File: src/rtl/mem_line_sequencer_if.sv
// rtl/mem_line_sequencer_if.sv - request/response and line-memory bundle for mem_line_sequencer
interface mem_line_sequencer_if #(
  parameter int ADDR_WIDTH = 16
);

  // core-side request
  logic                  req_valid_i;
  logic                  req_ready_o;
  logic [ADDR_WIDTH:0]   req_addr_i;
  logic                  req_we_i;
  logic [1:0]            req_size_i;
  logic                  req_unsigned_i;
  logic [31:0]           req_wdata_i;

  // core-side response
  logic                  rsp_valid_o;
  logic [31:0]           rsp_rdata_o;
  logic                  rsp_err_o;

  // line-memory side
  logic [ADDR_WIDTH-1:0] mem_addr_o;
  logic [15:0]           mem_rd_data_i;
  logic [15:0]           mem_wr_data_o;
  logic                  mem_we_o;

  // sequencer view
  modport slave (
    input  req_valid_i, req_addr_i, req_we_i, req_size_i, req_unsigned_i, req_wdata_i,
    output req_ready_o,
    output rsp_valid_o, rsp_rdata_o, rsp_err_o,
    output mem_addr_o, mem_wr_data_o, mem_we_o,
    input  mem_rd_data_i
  );

  // core + memory view
  modport master (
    output req_valid_i, req_addr_i, req_we_i, req_size_i, req_unsigned_i, req_wdata_i,
    input  req_ready_o,
    input  rsp_valid_o, rsp_rdata_o, rsp_err_o,
    input  mem_addr_o, mem_wr_data_o, mem_we_o,
    output mem_rd_data_i
  );

endinterface

File: src/rtl/mem_line_sequencer.sv
// rtl/mem_line_sequencer.sv - byte/half/word access sequencer over a 16-bit line memory
module mem_line_sequencer #(
  parameter int ADDR_WIDTH = 16
) (
  input  logic               clk_i,
  input  logic               rst_i,
  mem_line_sequencer_if.slave bus
);

  localparam logic [1:0] SIZE_BYTE = 2'b00;
  localparam logic [1:0] SIZE_HALF = 2'b01;
  localparam logic [1:0] SIZE_WORD = 2'b10;

  typedef enum logic [1:0] {
    IDLE = 2'd0,
    ACC0 = 2'd1,
    ACC1 = 2'd2,
    RSP  = 2'd3
  } state_e;

  state_e              state_q,    state_d;
  logic [ADDR_WIDTH:0] addr_q,     addr_d;
  logic                we_q,       we_d;
  logic [1:0]          size_q,     size_d;
  logic                uns_q,      uns_d;
  logic [31:0]         wdata_q,    wdata_d;
  logic [31:0]         data_q,     data_d;
  logic                rsp_valid_q, rsp_valid_d;
  logic [31:0]         rsp_rdata_q, rsp_rdata_d;
  logic                rsp_err_q,  rsp_err_d;

  logic [ADDR_WIDTH-1:0] mem_addr;
  logic [15:0]           mem_wr_data;
  logic                  mem_we;
  logic [ADDR_WIDTH-1:0] line_addr;

  // Alignment rule: halves need an even byte address, words a multiple of four.
  function automatic logic is_legal(input logic [1:0] size, input logic [1:0] lo);
    logic ok;
    case (size)
      SIZE_BYTE: ok = 1'b1;
      SIZE_HALF: ok = ~lo[0];
      SIZE_WORD: ok = (lo == 2'b00);
      default:   ok = 1'b0;
    endcase
    return ok;
  endfunction

  // Sign/zero extension of a byte or half taken from one line.
  function automatic logic [31:0] extend_narrow(input logic [1:0]  size,
                                                input logic        uns,
                                                input logic        hi_byte,
                                                input logic [15:0] line);
    logic [7:0]  b;
    logic [31:0] r;
    b = hi_byte ? line[15:8] : line[7:0];
    if (size == SIZE_BYTE) begin
      r = uns ? {24'b0, b} : {{24{b[7]}}, b};
    end else begin
      r = uns ? {16'b0, line} : {{16{line[15]}}, line};
    end
    return r;
  endfunction

  assign line_addr = addr_q[ADDR_WIDTH:1];

  // Next-state, request capture, memory drive and response staging.
  always_comb begin
    state_d     = state_q;
    addr_d      = addr_q;
    we_d        = we_q;
    size_d      = size_q;
    uns_d       = uns_q;
    wdata_d     = wdata_q;
    data_d      = data_q;
    rsp_valid_d = 1'b0;
    rsp_rdata_d = 32'b0;
    rsp_err_d   = 1'b0;
    mem_addr    = '0;
    mem_wr_data = 16'b0;
    mem_we      = 1'b0;

    case (state_q)
      IDLE: begin
        if (bus.req_valid_i) begin
          addr_d  = bus.req_addr_i;
          we_d    = bus.req_we_i;
          size_d  = bus.req_size_i;
          uns_d   = bus.req_unsigned_i;
          wdata_d = bus.req_wdata_i;
          if (is_legal(bus.req_size_i, bus.req_addr_i[1:0])) begin
            state_d = ACC0;
          end else begin
            // Rejected requests never touch memory.
            state_d     = RSP;
            rsp_valid_d = 1'b1;
            rsp_err_d   = 1'b1;
          end
        end
      end

      ACC0: begin
        mem_addr = line_addr;
        if (we_q) begin
          // A reset landing here must not leave a write in flight.
          mem_we = ~rst_i;
          if (size_q == SIZE_BYTE) begin
            // Memory still shows the old line this cycle, so merge in place.
            mem_wr_data = addr_q[0] ? {wdata_q[7:0], bus.mem_rd_data_i[7:0]}
                                    : {bus.mem_rd_data_i[15:8], wdata_q[7:0]};
          end else begin
            mem_wr_data = wdata_q[15:0];
          end
        end else begin
          data_d[15:0] = bus.mem_rd_data_i;
        end

        if (size_q == SIZE_WORD) begin
          state_d = ACC1;
        end else begin
          state_d     = RSP;
          rsp_valid_d = 1'b1;
          if (!we_q) begin
            rsp_rdata_d = extend_narrow(size_q, uns_q, addr_q[0], data_d[15:0]);
          end
        end
      end

      ACC1: begin
        // Aligned word means line_addr is even, so +1 cannot wrap.
        mem_addr = line_addr + ADDR_WIDTH'(1);
        if (we_q) begin
          mem_we      = ~rst_i;
          mem_wr_data = wdata_q[31:16];
        end else begin
          data_d[31:16] = bus.mem_rd_data_i;
          rsp_rdata_d   = data_d;
        end
        state_d     = RSP;
        rsp_valid_d = 1'b1;
      end

      RSP: begin
        state_d = IDLE;
      end

      default: begin
        state_d = IDLE;
      end
    endcase
  end

  // State and registered response; reset drops any in-progress request silently.
  always_ff @(posedge clk_i) begin
    if (rst_i) begin
      state_q     <= IDLE;
      addr_q      <= '0;
      we_q        <= 1'b0;
      size_q      <= 2'b00;
      uns_q       <= 1'b0;
      wdata_q     <= 32'b0;
      data_q      <= 32'b0;
      rsp_valid_q <= 1'b0;
      rsp_rdata_q <= 32'b0;
      rsp_err_q   <= 1'b0;
    end else begin
      state_q     <= state_d;
      addr_q      <= addr_d;
      we_q        <= we_d;
      size_q      <= size_d;
      uns_q       <= uns_d;
      wdata_q     <= wdata_d;
      data_q      <= data_d;
      rsp_valid_q <= rsp_valid_d;
      rsp_rdata_q <= rsp_rdata_d;
      rsp_err_q   <= rsp_err_d;
    end
  end

  assign bus.req_ready_o   = (state_q == IDLE);
  assign bus.rsp_valid_o   = rsp_valid_q;
  assign bus.rsp_rdata_o   = rsp_rdata_q;
  assign bus.rsp_err_o     = rsp_err_q;
  assign bus.mem_addr_o    = mem_addr;
  assign bus.mem_wr_data_o = mem_wr_data;
  assign bus.mem_we_o      = mem_we;

endmodule

File: src/flat_wrapper.sv
// flat-port wrapper written by rule: the top's interface ports become plain ports
module mem_line_sequencer_flat 
#(
  parameter int ADDR_WIDTH = 16
)
  (clk_i, rst_i, bus_req_valid_i, bus_req_addr_i, bus_req_we_i, bus_req_size_i, bus_req_unsigned_i, bus_req_wdata_i, bus_req_ready_o, bus_rsp_valid_o, bus_rsp_rdata_o, bus_rsp_err_o, bus_mem_addr_o, bus_mem_wr_data_o, bus_mem_we_o, bus_mem_rd_data_i);
  mem_line_sequencer_if #(.ADDR_WIDTH(ADDR_WIDTH)) bus_i ();
  input  logic clk_i;
  input  logic rst_i;
  input wire logic [$bits(bus_i.req_valid_i)-1:0] bus_req_valid_i;
  input wire logic [$bits(bus_i.req_addr_i)-1:0] bus_req_addr_i;
  input wire logic [$bits(bus_i.req_we_i)-1:0] bus_req_we_i;
  input wire logic [$bits(bus_i.req_size_i)-1:0] bus_req_size_i;
  input wire logic [$bits(bus_i.req_unsigned_i)-1:0] bus_req_unsigned_i;
  input wire logic [$bits(bus_i.req_wdata_i)-1:0] bus_req_wdata_i;
  output wire logic [$bits(bus_i.req_ready_o)-1:0] bus_req_ready_o;
  output wire logic [$bits(bus_i.rsp_valid_o)-1:0] bus_rsp_valid_o;
  output wire logic [$bits(bus_i.rsp_rdata_o)-1:0] bus_rsp_rdata_o;
  output wire logic [$bits(bus_i.rsp_err_o)-1:0] bus_rsp_err_o;
  output wire logic [$bits(bus_i.mem_addr_o)-1:0] bus_mem_addr_o;
  output wire logic [$bits(bus_i.mem_wr_data_o)-1:0] bus_mem_wr_data_o;
  output wire logic [$bits(bus_i.mem_we_o)-1:0] bus_mem_we_o;
  input wire logic [$bits(bus_i.mem_rd_data_i)-1:0] bus_mem_rd_data_i;
  assign bus_i.req_valid_i = bus_req_valid_i;
  assign bus_i.req_addr_i = bus_req_addr_i;
  assign bus_i.req_we_i = bus_req_we_i;
  assign bus_i.req_size_i = bus_req_size_i;
  assign bus_i.req_unsigned_i = bus_req_unsigned_i;
  assign bus_i.req_wdata_i = bus_req_wdata_i;
  assign bus_req_ready_o = bus_i.req_ready_o;
  assign bus_rsp_valid_o = bus_i.rsp_valid_o;
  assign bus_rsp_rdata_o = bus_i.rsp_rdata_o;
  assign bus_rsp_err_o = bus_i.rsp_err_o;
  assign bus_mem_addr_o = bus_i.mem_addr_o;
  assign bus_mem_wr_data_o = bus_i.mem_wr_data_o;
  assign bus_mem_we_o = bus_i.mem_we_o;
  assign bus_i.mem_rd_data_i = bus_mem_rd_data_i;
  mem_line_sequencer #(.ADDR_WIDTH(ADDR_WIDTH)) u_core (.clk_i(clk_i), .rst_i(rst_i), .bus(bus_i));
endmodule
File: config.mk
export PLATFORM = sky130hd
export DESIGN_NAME = mem_line_sequencer_flat
export DESIGN_NICKNAME = d
export VERILOG_FILES = /design/src/rtl/mem_line_sequencer_if.sv /design/src/rtl/mem_line_sequencer.sv /design/src/flat_wrapper.sv
export SDC_FILE = /design/constraint.sdc
export NUM_CORES = 1
export LEC_CHECK = 0
export BUFFER_PORTS_ARGS = -buffer_cell sky130_fd_sc_hd__clkbuf_2
export CELL_PAD_IN_SITES_DETAIL_PLACEMENT = 0
export CELL_PAD_IN_SITES_GLOBAL_PLACEMENT = 1
export CORE_MARGIN = 1.5
export CORE_UTILIZATION = 40
export CTS_CLUSTER_DIAMETER = 30
export CTS_CLUSTER_SIZE = 24
export DETAILED_ROUTE_END_ITERATION = 6
export PLACE_DENSITY = 0.86
export SLEW_MARGIN = 20
export SYNTH_ARGS = -nofsm -noshare
export SYNTH_HDL_FRONTEND = slang
export SYNTH_SLANG_ARGS = --single-unit
File: constraint.sdc
create_clock -name clk_i -period 3.7 [get_ports clk_i]
set_input_delay 0.74 -clock clk_i [delete_from_list [all_inputs] [get_ports clk_i]]
set_output_delay 0.74 -clock clk_i [all_outputs]
set_load 0.1 [all_outputs]
==> flow_results.xml <==
<?xml version="1.0" encoding="UTF-8"?>
<metrics>
  <group name="die">
    <metric name="fp-row-count" unit="">40</metric>
    <metric name="io_pins" unit="">140</metric>
    <metric name="core_area" unit="µm²">12200</metric>
    <metric name="die_area" unit="µm²">13300</metric>
    <metric name="initial_utilization" unit="%">41.5</metric>
    <metric name="die_x" unit="µm">115</metric>
    <metric name="floorplan.die.height" unit="µm">115</metric>
  </group>
  <group name="sta">
    <metric name="finalWorstPathRequiredPeriod" unit="ps">3290</metric>
    <metric name="period_share" unit="%">88.9</metric>
    <metric name="holdWs" unit="ps">455</metric>
    <metric name="maxSlewHeadroom" unit="%">34.5</metric>
    <metric name="rsz0062_at_grt" unit="">no</metric>
    <metric name="fin_tns_setup" unit="ps">0</metric>
    <metric name="worst-slew-pin-transition" unit="ps">983</metric>
    <metric name="slew_violations" unit="">0</metric>
    <metric name="hold_viol_final" unit="">0</metric>
    <metric name="finalClockSkew" unit="ps">16.3</metric>
    <metric name="fmaxAchievable" unit="MHz">304</metric>
    <metric name="report.final.setup_viol" unit="">0</metric>
  </group>
  <group name="synth">
    <metric name="yosysTopAreaCell" unit="">sky130_fd_sc_hd__dfxtp_1</metric>
    <metric name="flops_latches_synth" unit="">105</metric>
    <metric name="synth_largest_type_area_fraction" unit="%">41.6</metric>
    <metric name="synth_async_sr_flop_share" unit="%">0</metric>
    <metric name="synth.yosys.warnings" unit="">0</metric>
    <metric name="ys_top_cells_by_count" unit="">164 x sky130_fd_sc_hd__nand2_1, 105 x sky130_fd_sc_hd__dfxtp_1, 74 x sky130_fd_sc_hd__a21oi_1</metric>
    <metric name="synth.cell_area" unit="µm²">5050</metric>
    <metric name="syn-mean-instance-area" unit="µm²">8.07</metric>
    <metric name="largest_cells_by_area_after_synthesis" unit="">sky130_fd_sc_hd__dfxtp_1 42%, sky130_fd_sc_hd__nand2_1 12%, sky130_fd_sc_hd__mux2i_1 7.5%</metric>
    <metric name="synth_cell_types" unit="">46</metric>
    <metric name="synth-seq-area-share" unit="%">41.6</metric>
    <metric name="synth-edff-count" unit="">0</metric>
    <metric name="synth.net_count" unit="">703</metric>
    <metric name="dominantRegCellSynth" unit="">sky130_fd_sc_hd__dfxtp_1</metric>
    <metric name="netlist_instances" unit="">626</metric>
    <metric name="post-synth-top-count-cell" unit="">sky130_fd_sc_hd__nand2_1</metric>
  </group>
  <group name="clocking">
    <metric name="cts.reportedPaths.clkPinSlew" unit="ps">70</metric>
    <metric name="clock-sinks" unit="">105</metric>
    <metric name="clock-root-buffer" unit="">sky130_fd_sc_hd__clkbuf_16</metric>
    <metric name="bufs_on_longest_clock_path" unit="">2</metric>
    <metric name="h_tree_level_count" unit="">3</metric>
    <metric name="post_cts.repair.setup_buffers" unit="">0</metric>
    <metric name="cts_resized" unit="">0</metric>
    <metric name="cts_made_buffers" unit="">9</metric>
    <metric name="clk_latency" unit="ps">350</metric>
    <metric name="cts_tree" unit="">done</metric>
    <metric name="post_cts_hold_buffer_count" unit="">0</metric>
  </group>
  <group name="power_and_ir_drop">
    <metric name="irDropWorstVdd" unit="µV">300</metric>
    <metric name="power_leakage" unit="µW">0.00242</metric>
    <metric name="p_per_area" unit="nW/µm²">732</metric>
  </group>
  <group name="finish">
    <metric name="nets" unit="">810</metric>
    <metric name="fillCellCount" unit="">1225</metric>
    <metric name="area_growth" unit="%">22.4</metric>
    <metric name="share_of_layout_cells_above_drive_strength_1" unit="%">26.6</metric>
    <metric name="antenna-diode-count" unit="">0</metric>
  </group>
  <group name="global_route">
    <metric name="initial_antenna_violation_count" unit="">0</metric>
    <metric name="grt_first_pass_wirelength" unit="mm">23.0</metric>
    <metric name="number_of_global_route_vias_before_repair" unit="">4374</metric>
    <metric name="grt.overflow.total" unit="">0</metric>
    <metric name="grt_max_degree" unit="">74</metric>
    <metric name="globalRouteTotalUtil" unit="%">22.4</metric>
  </group>
  <group name="worst_setup_path">
    <metric name="capture_point_of_the_worst_reg_to_reg_path" unit="">u_core.bus.rsp_rdata_o[19]</metric>
    <metric name="r2r_start" unit="">u_core.state_q[1]</metric>
    <metric name="reg2reg_slack" unit="ps">1030</metric>
    <metric name="timing.critical_path.slowest_stage_cell" unit="">sky130_fd_sc_hd__nor3b_2</metric>
    <metric name="critical_path.cell_chain" unit="">buf_4, nor3b_2, mux2_2, a22oi_1, nor2_1, clkbuf_2</metric>
    <metric name="crit_arrival" unit="ps">2550</metric>
    <metric name="timing.critical_path.to_type" unit="">output pin</metric>
    <metric name="worst_path_largest_cell_delay" unit="ps">630</metric>
    <metric name="worstSetupStartpointType" unit="">register</metric>
    <metric name="reg2reg_depth" unit="">7</metric>
    <metric name="timing.critical_path.required" unit="ps">2960</metric>
    <metric name="crit_path_max_fanout" unit="">13</metric>
    <metric name="critPathKind" unit="">register to output pin</metric>
  </group>
  <group name="place">
    <metric name="gp_congestion" unit="">0.835</metric>
    <metric name="portBuffers" unit="">139</metric>
    <metric name="dp.final_hpwl" unit="mm">10.2</metric>
  </group>
  <group name="hold_path">
    <metric name="min_delay_path_depth" unit="">2</metric>
    <metric name="holdPathEnd" unit="">u_core.wdata_q[24]</metric>
    <metric name="hold_start" unit="">u_core.wdata_q[24]</metric>
    <metric name="min_path_type" unit="">register to register</metric>
  </group>
  <group name="detailed_routing">
    <metric name="drc_errors" unit="">0</metric>
    <metric name="wl" unit="mm">14.6</metric>
    <metric name="avgViaCountPerCell" unit="">5.34</metric>
    <metric name="route.detailed.wl_per_inst" unit="µm">16.1</metric>
    <metric name="routed-via-count" unit="">4830</metric>
    <metric name="dr.pass1.iters" unit="">5</metric>
    <metric name="drtAntennaViolNets" unit="">0</metric>
    <metric name="first_iter_violations" unit="">353</metric>
  </group>
  <group name="run">
    <metric name="drv_cap" unit="">0</metric>
  </group>
  <group name="outcome">
    <metric name="outcome" unit="">finished clean</metric>
  </group>
</metrics>
==> per-layer routing <==
metal / GRT usage [%] / part of all wire (%) / vias to the layer above
li1: - / - / 2381
met1: 30.4 / 45 / 2267
met2: 36.3 / 47 / 162
met3: 3.85 / 5.9 / 20
met4: 7.41 / 1.7 / 0
met5: 0 / 0 / -
==> how the worst max path moves through the flow <==
stage,start,end
finish,u_core.addr_q[0],bus_mem_wr_data_o[1]
detailed placement,u_core.addr_q[0],bus_mem_wr_data_o[1]
global placement,u_core.addr_q[0],bus_mem_wr_data_o[2]
global route,u_core.addr_q[0],bus_mem_wr_data_o[1]
CTS,u_core.addr_q[0],bus_mem_wr_data_o[1]
floorplan,u_core.addr_q[1],bus_mem_addr_o[12]
==> placed cells by master, fill, tap and decap left out, types with 3 or more instances in the layout <==
cell,instances
sky130_fd_sc_hd__mux2i_1,38
sky130_fd_sc_hd__inv_6,3
sky130_fd_sc_hd__nand2_1,163
sky130_fd_sc_hd__inv_1,4
sky130_fd_sc_hd__nor2_1,35
sky130_fd_sc_hd__a21oi_2,10
sky130_fd_sc_hd__a31oi_1,9
sky130_fd_sc_hd__and3_1,5
sky130_fd_sc_hd__nand2b_1,6
sky130_fd_sc_hd__clkbuf_2,130
sky130_fd_sc_hd__nand3_1,5
sky130_fd_sc_hd__o21ai_1,3
sky130_fd_sc_hd__mux2_2,10
sky130_fd_sc_hd__a21oi_1,74
sky130_fd_sc_hd__o211ai_1,10
sky130_fd_sc_hd__o21a_1,9
sky130_fd_sc_hd__a41oi_1,3
sky130_fd_sc_hd__ha_1,5
sky130_fd_sc_hd__a22oi_1,16
sky130_fd_sc_hd__nor3b_2,4
sky130_fd_sc_hd__o21ai_0,9
sky130_fd_sc_hd__buf_12,5
sky130_fd_sc_hd__clkbuf_16,9
sky130_fd_sc_hd__dfxtp_1,105
sky130_fd_sc_hd__buf_4,15
sky130_fd_sc_hd__and2_1,4
sky130_fd_sc_hd__a211oi_1,9
sky130_fd_sc_hd__nor2b_1,3
sky130_fd_sc_hd__a221oi_1,8
==> flip-flops by register name (all words and copies together), names as in the netlist <==
name and count:
u_core.data_q 16, u_core.bus.rsp_valid_o 1, u_core.bus.rsp_rdata_o 32, u_core.we_q 1
u_core.state_q 2, u_core.uns_q 1, u_core.addr_q 17, u_core.size_q 2
u_core.bus.rsp_err_o 1, u_core.wdata_q 32
==> through the flow <==
step	area (µm²)	setup WS (ps)	util, %	power, µW	std cells
floorplan	5070	97.8	-	3190	626
global placement	5900	825	48.5	3570	890
detailed placement	5900	789	48.5	3620	890
CTS	6180	395	50.8	4540	905
global route	6180	231	50.8	4770	905
finish	6180	409	50.8	4520	905
==> critical path, delay by kind of cell (launching register included) <==
kind,cells,cell delay [ps]
AOI/OAI and AO/OA,1,160
buffers and inverters,2,610
DFF,1,310
muxes,1,420
and+or+nand+nor,2,710
==> report_power, final <==
part	leakage, µW	total (µW)	switching [µW]	internal (µW)
clock	0.000136	916	448	467
sequential	0.000857	1520	165	1350
combinational	0.00142	2090	1540	550
==> layout make-up <==
class                           instances  area (µm²)  area share (%)
Clock buffer                            9         225            3.64
Clock inverter                          6        58.8           0.951
Inverter                                4        15.0           0.243
Multi-Input combinational cell        463        2710            43.8
Sequential cell                       105        2100            34.0
Tap cell                              168         210            3.40
Timing Repair Buffer                  150         863            14.0
==> cell families (layout without fill, tap and decap cells) <==
| group | Yosys count | after routing | share of synthesized area [%] |
|---|---|---|---|
| xor+xnor | 1 | 1 | 0.173 |
| buf+inv | 58 | 169 | 5.43 |
| compound gates | 168 | 168 | 21.6 |
| flops | 105 | 105 | 41.6 |
| simple gates | 241 | 241 | 20.1 |
| fa+ha+maj | 5 | 5 | 1.24 |
| mux | 48 | 48 | 9.76 |
No activity file was read; power rests on OpenSTA's default activity.
